File: src/rtl/sample_mux_pkg.sv
// Shared mode encodings, scan FSM state type and a clog2 helper for sample_mux.
package sample_mux_pkg;

  localparam logic [1:0] MODE_MANUAL = 2'b00;
  localparam logic [1:0] MODE_SCAN   = 2'b01;
  localparam logic [1:0] MODE_XOR    = 2'b10;
  localparam logic [1:0] MODE_HOLD   = 2'b11;

  typedef enum logic [1:0] {
    ST_IDLE  = 2'd0,
    ST_DWELL = 2'd1,
    ST_STEP  = 2'd2
  } scan_state_e;

  function automatic int clog2(input int n);
    int r;
    r = 0;
    for (int i = 0; i < 31; i++) begin
      if ((1 << i) < n) r = i + 1;
    end
    return r;
  endfunction

endpackage

File: src/rtl/sample_mux_scan_ctrl.sv
// Scan sequencer: walks channels 0..NCH-1, dwell+1 samples each, with one idle STEP cycle between channels.
module scan_ctrl
  import sample_mux_pkg::*;
#(
  parameter int NCH     = 4,
  parameter int SEL_W   = 2,
  parameter int DWELL_W = 8
) (
  input  logic               clk,
  input  logic               rst_n,
  input  logic [1:0]         mode_i,
  input  logic               en_i,
  input  logic [DWELL_W-1:0] dwell_i,
  output logic [SEL_W-1:0]   ch_o,
  output logic               sample_o,
  output logic               step_o
);

  scan_state_e        state_q, state_d;
  logic [SEL_W-1:0]   ptr_q, ptr_d;
  logic [DWELL_W-1:0] cnt_q, cnt_d;
  logic [SEL_W-1:0]   ptr_eff;
  logic [DWELL_W-1:0] cnt_eff;

  // IDLE behaves as a fresh DWELL at channel 0 so the first SCAN edge already samples.
  assign ptr_eff = (state_q == ST_IDLE) ? '0 : ptr_q;
  assign cnt_eff = (state_q == ST_IDLE) ? '0 : cnt_q;

  always_ff @(posedge clk or negedge rst_n) begin
    if (!rst_n) begin
      state_q <= ST_IDLE;
      ptr_q   <= '0;
      cnt_q   <= '0;
    end else begin
      state_q <= state_d;
      ptr_q   <= ptr_d;
      cnt_q   <= cnt_d;
    end
  end

  always_comb begin
    state_d = state_q;
    ptr_d   = ptr_q;
    cnt_d   = cnt_q;
    if (mode_i != MODE_SCAN) begin
      state_d = ST_IDLE;
    end else if (en_i) begin
      case (state_q)
        ST_STEP: begin
          ptr_d   = (32'(ptr_q) == NCH - 1) ? '0 : ptr_q + 1'b1;
          cnt_d   = '0;
          state_d = ST_DWELL;
        end
        default: begin
          ptr_d = ptr_eff;
          if (cnt_eff == dwell_i) begin
            cnt_d   = cnt_eff;
            state_d = ST_STEP;
          end else begin
            cnt_d   = cnt_eff + 1'b1;
            state_d = ST_DWELL;
          end
        end
      endcase
    end
  end

  always_comb begin
    ch_o     = ptr_eff;
    sample_o = (mode_i == MODE_SCAN) && en_i && (state_q != ST_STEP);
    step_o   = (state_q == ST_STEP);
  end

endmodule

File: src/rtl/sample_mux.sv
// Registered channel multiplexer with manual, scan, XOR-reduce and hold modes.
// Define SAMPLE_MUX_XOR_EN to build the XOR reduction; otherwise mode 10 acts as MANUAL.
module sample_mux
  import sample_mux_pkg::*;
#(
  parameter int WIDTH   = 4,
  parameter int NCH     = 4,
  parameter int DWELL_W = 8,
  localparam int SEL_W  = (clog2(NCH) > 1) ? clog2(NCH) : 1
) (
  input  logic                 clk,
  input  logic                 rst_n,
  input  logic [NCH*WIDTH-1:0] in_bus,
  input  logic [SEL_W-1:0]     sel,
  input  logic [1:0]           mode,
  input  logic [DWELL_W-1:0]   dwell,
  input  logic                 en,
  output logic [WIDTH-1:0]     out_mux,
  output logic                 out_valid,
  output logic [SEL_W-1:0]     out_ch
);

  logic [WIDTH-1:0] ch_w [NCH];
  logic [WIDTH-1:0] out_mux_q, out_mux_d;
  logic [SEL_W-1:0] out_ch_q, out_ch_d;
  logic             out_valid_q, out_valid_d;
  logic             arm_q;
  logic             en_eff;
  logic [SEL_W-1:0] man_ch;
  logic [SEL_W-1:0] scan_ch;
  logic             scan_sample, scan_step;

  genvar gi;
  generate
    for (gi = 0; gi < NCH; gi++) begin : g_ch
      assign ch_w[gi] = in_bus[gi*WIDTH +: WIDTH];
    end
  endgenerate

  // The first edge after reset release only arms the block, so no sample is emitted on it.
  assign en_eff = en & arm_q;
  assign man_ch = (32'(sel) < NCH) ? sel : '0;

  scan_ctrl #(
    .NCH     (NCH),
    .SEL_W   (SEL_W),
    .DWELL_W (DWELL_W)
  ) u_scan_ctrl (
    .clk      (clk),
    .rst_n    (rst_n),
    .mode_i   (mode),
    .en_i     (en_eff),
    .dwell_i  (dwell),
    .ch_o     (scan_ch),
    .sample_o (scan_sample),
    .step_o   (scan_step)
  );

`ifdef SAMPLE_MUX_XOR_EN
  logic [WIDTH-1:0] xor_all;
  always_comb begin
    xor_all = '0;
    for (int k = 0; k < NCH; k++) xor_all = xor_all ^ ch_w[k];
  end
`endif

  always_comb begin
    out_mux_d   = out_mux_q;
    out_ch_d    = out_ch_q;
    out_valid_d = 1'b0;
    if (en_eff) begin
      case (mode)
        MODE_SCAN: begin
          if (scan_sample && !scan_step) begin
            out_mux_d   = ch_w[scan_ch];
            out_ch_d    = scan_ch;
            out_valid_d = 1'b1;
          end
        end
        MODE_HOLD: begin
          out_valid_d = 1'b0;
        end
`ifdef SAMPLE_MUX_XOR_EN
        MODE_XOR: begin
          out_mux_d   = xor_all;
          out_ch_d    = '0;
          out_valid_d = 1'b1;
        end
`endif
        default: begin
          out_mux_d   = ch_w[man_ch];
          out_ch_d    = man_ch;
          out_valid_d = 1'b1;
        end
      endcase
    end
  end

  always_ff @(posedge clk or negedge rst_n) begin
    if (!rst_n) begin
      out_mux_q   <= '0;
      out_ch_q    <= '0;
      out_valid_q <= 1'b0;
      arm_q       <= 1'b0;
    end else begin
      out_mux_q   <= out_mux_d;
      out_ch_q    <= out_ch_d;
      out_valid_q <= out_valid_d;
      arm_q       <= 1'b1;
    end
  end

  assign out_mux   = out_mux_q;
  assign out_ch    = out_ch_q;
  assign out_valid = out_valid_q;

endmodule
File: config.mk
export PLATFORM = sky130hd
export DESIGN_NAME = sample_mux
export DESIGN_NICKNAME = d
export VERILOG_FILES = /design/src/rtl/sample_mux_pkg.sv /design/src/rtl/sample_mux_scan_ctrl.sv /design/src/rtl/sample_mux.sv
export SDC_FILE = /design/constraint.sdc
export NUM_CORES = 1
export LEC_CHECK = 0
export BUFFER_PORTS_ARGS = -buffer_cell sky130_fd_sc_hd__buf_2
export CORE_MARGIN = 2
export CORE_UTILIZATION = 50
export CTS_CLUSTER_DIAMETER = 30
export CTS_CLUSTER_SIZE = 10
export DETAILED_ROUTE_END_ITERATION = 6
export PLACE_DENSITY = 0.75
export SETUP_SLACK_MARGIN = 0.2
export SLEW_MARGIN = 15
export SYNTH_ARGS = -nofsm -noshare
export SYNTH_HDL_FRONTEND = slang
export SYNTH_HIERARCHICAL = 1
export SYNTH_SLANG_ARGS = --single-unit
File: constraint.sdc
create_clock -name clk -period 2.7 [get_ports clk]
set_input_delay 0.27 -clock clk [delete_from_list [all_inputs] [get_ports clk]]
set_output_delay 0.27 -clock clk [all_outputs]
set_load 0.005 [all_outputs]
[Word-level counts from Yosys, hierarchy flattened]
Index checks and enable logic that the tools add are counted.
Word-level totals
  input bits: 31
  memories: 0
  bits in read-only memories: 0
  bits in writable memories: 0
  flip-flop bits (word level): 20
  output and inout port bits: 7
  bits in latches: 0
  word-level logic and storage cells: 55
Cells by class
  bitwise logic cells: 5
  reduce and logical (&&, ||, !) cells: 8
  shifts and indexed selects: 0
  divide/modulo/power cells: 0
  equality and inequality tests: 8
  add/subtract/negate cells: 2
  multipliers: 0
  magnitude comparators: 2
  muxes and demuxes: 23
Operator list (count)
  2-to-1 mux 8 bit: 3
  2-to-1 mux 4 bit: 5
  binary-select mux 4 bit (select 2 bit): 2
  2-to-1 mux 2 bit: 8
  adder 8 x 1 -> 8 bit (second input constant): 1
  == test 8 bit: 1
  one-hot mux 4 bit (2 select lines): 1
  == test 2 bit (second input constant): 3
  >= comparator 3 bit (second input constant): 2
  NOT 2 -> 3 bit: 2
  != test 2 bit (second input constant): 2
  one-hot mux 2 bit (2 select lines): 1
  logical AND 1 bit: 3
  AND reduction 3 bit: 1
  adder 2 x 1 -> 2 bit (second input constant): 1
  == test 2 x 1 -> 1 bit (second input constant): 1
  logical NOT 2 bit: 1
  2-to-1 mux 1 bit: 2
  != test 2 x 1 -> 1 bit (second input constant): 1
  NOT 1 bit: 2
  one-hot mux 1 bit (2 select lines): 1
  AND reduction 2 bit: 1
  nonzero test 2 bit: 1
  bitwise AND 1 bit: 1
  logical NOT 1 bit: 1

[Depth between registers and ports, before layout]
  depth after elaboration: 8
  mapped depth: 11
  mapped depth without buffers: 9

[Hierarchy]
Netlist, hierarchy kept.
Modules (own cells, without submodules)
  scan_ctrl: seq. area each 300.3 um^2, times used 1, cells an instance 112, area an instance 973.4 um^2
  sample_mux: seq. area each 200.2 um^2, times used 1, cells an instance 59, area an instance 633.1 um^2

[Worst setup path after synthesis]
OpenSTA, ideal clock, no wires.
  kind: input -> register
  start: input port mode[0]
  end: register out_mux_q[0] (netlist: out_mux[0])
  arrival: 1.813 ns
  setup time: 0.121 ns
  setup slack: 0.766 ns
  required time: 2.579 ns
  buffers on the path: 3
  stages on the path: 10
  cell sequence: nor2b_1 -> nand2_1 -> clkbuf_1 -> buf_1 -> nor2_1 -> or3b_1 -> a21o_1 -> buf_6 -> nand2_1 -> o21ai_2
Between the ends
  word-level cells in the longest chain between the ends: 6
  elaborated cells between the ends (all ways): 9
  classes of those cells: eq/ne: 3; mux: 1; bitwise: 1; reduce/logical: 4
RTL lines
  start: declaration: RTL line sample_mux.sv:15  | input logic [1:0] mode,
  == test 2 x 1 -> 1 bit: RTL line sample_mux_scan_ctrl.sv:70  | sample_o = (mode_i == MODE_SCAN) && en_i && (state_q != ST_STEP);
  logical AND 1 bit (2 in series): RTL line sample_mux_scan_ctrl.sv:70
  via scan_sample: RTL line sample_mux.sv:31  | logic scan_sample, scan_step;
  logical AND 1 bit: RTL line sample_mux.sv:74  | if (scan_sample && !scan_step) begin
  != test 2 bit (no source line)
  AND reduction 3 bit (no source line)
  end signal: assignment: RTL line sample_mux.sv:106  | out_mux_q <= out_mux_d;
  end: declaration: RTL line sample_mux.sv:24  | logic [WIDTH-1:0] out_mux_q, out_mux_d;
The timed path passes the listed nets, and every way through them passes these cells.
A chain may end at the register's enable or synchronous reset.

[Worst setup path in the final report]
  start: register u_scan_ctrl.state_q[1]
  end: register u_scan_ctrl.cnt_q[0]
Between the ends
  word-level cells in the longest chain between the ends: 5
  elaborated cells between the ends (all ways): 7
  classes of those cells: add/sub: 1; eq/ne: 2; mux: 3; reduce/logical: 1
RTL lines
  start: declaration: RTL line sample_mux_scan_ctrl.sv:19  | scan_state_e state_q, state_d;
  start signal: assignment: RTL line sample_mux_scan_ctrl.sv:35  | state_q <= state_d;
  logical NOT 2 bit: RTL line sample_mux_scan_ctrl.sv:27  | assign cnt_eff = (state_q == ST_IDLE) ? '0 : cnt_q;
  2-to-1 mux 8 bit: RTL line sample_mux_scan_ctrl.sv:27
  adder 8 x 1 -> 8 bit / == test 8 bit (equally long branches): RTL line sample_mux_scan_ctrl.sv:60, sample_mux_scan_ctrl.sv:56
  2-to-1 mux 8 bit: RTL line sample_mux_scan_ctrl.sv:56  | if (cnt_eff == dwell_i) begin
  2-to-1 mux 8 bit (*): RTL line sample_mux_scan_ctrl.sv:48  | case (state_q)
  end signal: assignment: RTL line sample_mux_scan_ctrl.sv:37  | cnt_q <= cnt_d;
  end: declaration: RTL line sample_mux_scan_ctrl.sv:21  | logic [DWELL_W-1:0] cnt_q, cnt_d;
Every way passes the cells marked *; elsewhere a longest branch is shown, timed or not.

==> metrics.yaml <==
synth_edf_count: 0
synth_cell_types: 48
skew_ns: 0.00382
placed_area_mm2: 0.00177
stdcell_area_mm2: 0.00182
n_antenna_cell: 0
post-route-period-util: 0.854
switching_share: 0.347
status: "finished clean"
total_leakage_power_nw: 0.803
critPathMaxFanout: 17
grt_antenna_before_repair: 0
drive_gt1_frac: 0.337
drcViolationCount: 0
post-route-util: 0.595
die_y_um: 60.7
gr-total-overflow: 0
post-cts-setup-buffers: 0
yosysMostFrequentCell: "dfrtp_1"
num_vias: 1414
grt_setup_unrepaired: "no"
cp-end-kind: "flop"
multi_input_area_mm2: 0.00101
combPwrFrac: 0.296
cts-root-buf: "clkbuf_4"
cp.required_ns: 2.89
hpwl_um: 2790
die_w_um: 60.7
drt-total-wl_um: 3700
nets: 233
critical-path-top-delay-family: "compound AO/OA/AOI/OAI gates"
core_mm2: 0.00305
slew_viol_final: 0
setup_viol: 0
yosysWarningCount: 6
wl_per_cell_um: 15.2
synth.largest_area_cell: "dfrtp_1"
tightest_slew_ns: 0.562
start_util: 0.526
synth_area_leaders: "dfrtp_1, mux2_2, mux2i_1, nand2_1, buf_6"
synth_top_cell_area_share: 0.312
synth_nets: 203
min_path_type: "input port to flop"
p_clk_frac: 0.181
clk_pin_slew_worst_paths_ns: 0.11
p_sw_uw: 278
worstSetupPathType: "flop to flop"
first_global_vias: 1277
hold_violations: 0
path_cells: "nor2_4 > nor2_1 > o32ai_1 > nand4_4 > mux2_2 > a221o_1"
setup_tns_ns: 0
syn_inst: 171
dieArea_mm2: 0.00368
numCtsBuffers: 3
ant_nets: 0
relSlewSlack: 0.625
syn_avg_cell_area_um2: 9.39
num_io_pins: 38
timing.final.ws_setup_ns: 0.393
synthTopCellsByCount: "dfrtp_1, nand2_1, nor2_1, mux2_2, mux2i_1"
crit_arrival_ns: 2.50
holdWs_ns: 0.295
cp_num_buf_inv: 0
period_needed_ns: 2.31
cellPowerDensity_mw_per_mm2: 442
preCtsSetupSlack_ns: 0.403
slowest_stage: "dfrtp_1"
firstDrtPassIters: 4
grtUsageTotal: 0.210
routed_via_density: 5.82
max_cap_viol_count: 0
htreeDepth: 1
seq_power_share: 0.523
final_cells: 243
synth.cell_area_mm2: 0.00161
synth_ff_type: "dfrtp_1"
rows: 20
placed_cells: 239
gp_congestion: 0.826
drt_iter0_markers: 42
clkSinkCount: 20
regArea_um2: 500
fillers: 278
seq_area_frac_synth: 0.312
fin_total_pwr_uw: 803
p_int_uw: 524
insertion_delay_ns: 0.30
async_flop_share: 1.00
grt_pass1_wl_um: 5730
clk_path_buf_depth: 2
fmax_mhz: 434
critical_path.max_stage_delay_ns: 0.47
grt_max_degree: 22
cp-start-kind: "flop"
area_growth_pct: 13.0
ys_seq_elements: 20
portBuffers: 37
ir_drop_uv: 187
cts_tree: "built"
## cells in the final DEF, fill, tap and decap left out, types with 5 or more instances in the layout
cell type	n
mux2i_1	8
dfrtp_1	20
nor2_1	12
nor3b_1	6
mux2_2	8
a31oi_1	7
o21ai_2	5
and3_1	5
buf_2	37
nand2_1	18
## tightest hold or removal path, cell delays in order
cell,delay [ns]
buf_2,0.15
nand2_1,0.07
a31oi_1,0.08
## registers in the layout, indices dropped and copies added, names as in the netlist
register             flops
arm_q                    1
out_ch                   2
u_scan_ctrl/ptr_q        2
out_valid                1
out_mux                  4
u_scan_ctrl/cnt_q        8
u_scan_ctrl/state_q      2
## timing repair
item	in CTS	in global routing
hold buffers	1	0
resized for setup	0	1
setup endpoints to repair	0	2
endpoints found under the hold margin	20	0
## area by class of cell
type,instances,area share
timing repair buffer,41,0.120
sequential,20,0.276
tap,44,0.0303
multi-input combinational,133,0.558
inverter,2,0.00414
clock buffer,3,0.0124
## layer usage
| layer | up-vias | part of all wire | global-route usage |
|---|---|---|---|
| li1 | 709 | - | - |
| met3 | 4 | 0.032 | 0.0320 |
| met5 | - | 0 | 0 |
| met2 | 24 | 0.50 | 0.346 |
| met1 | 677 | 0.46 | 0.275 |
| met4 | 0 | 0.014 | 0.0901 |
## worst paths after layout
check | startpoint | end | slack, ns | cells past startpoint
min | sel[1] | out_ch[1]$_DFFE_PN0P_ | 0.29 | 3
max | u_scan_ctrl/state_q[1]$_DFFE_PN0P_ | u_scan_ctrl/cnt_q[0]$_DFFE_PN0P_ | 0.39 | 6
min reg2reg | out_mux[3]$_DFFE_PN0P_ | out_mux[3]$_DFFE_PN0P_ | 0.49 | 2
min in group asynchronous | rst_n | out_valid$_DFF_PN0_ | 0.43 | 2
max in group asynchronous | rst_n | u_scan_ctrl/cnt_q[5]$_DFFE_PN0P_ | 1.96 | 2
max reg2reg | u_scan_ctrl/state_q[1]$_DFFE_PN0P_ | u_scan_ctrl/cnt_q[0]$_DFFE_PN0P_ | 0.39 | 6
## power groups by stage
| stage | Clock [mW] | Sequential [mW] | Combinational, mW |
|---|---|---|---|
| floorplan | 0 | 0.381 | 0.204 |
| global placement | 0 | 0.420 | 0.226 |
| detailed placement | 0 | 0.425 | 0.234 |
| CTS | 0.156 | 0.418 | 0.236 |
| global route | 0.164 | 0.430 | 0.262 |
| finish | 0.145 | 0.420 | 0.238 |
## kinds of logic after synthesis
group                    count (synthesis)  share of synthesized area
adder cells (fa/ha/maj)                  1                    0.00779
other                                    1                    0.00233
flip-flops                              20                      0.312
XOR/XNOR                                 4                     0.0218
AO/OA/AOI/OAI                           44                      0.228
AND/OR/NAND/NOR                         66                      0.245
buffers and inverters                   18                     0.0639
multiplexers                            17                      0.120
Note: power is estimated with default switching activity, not from simulation.
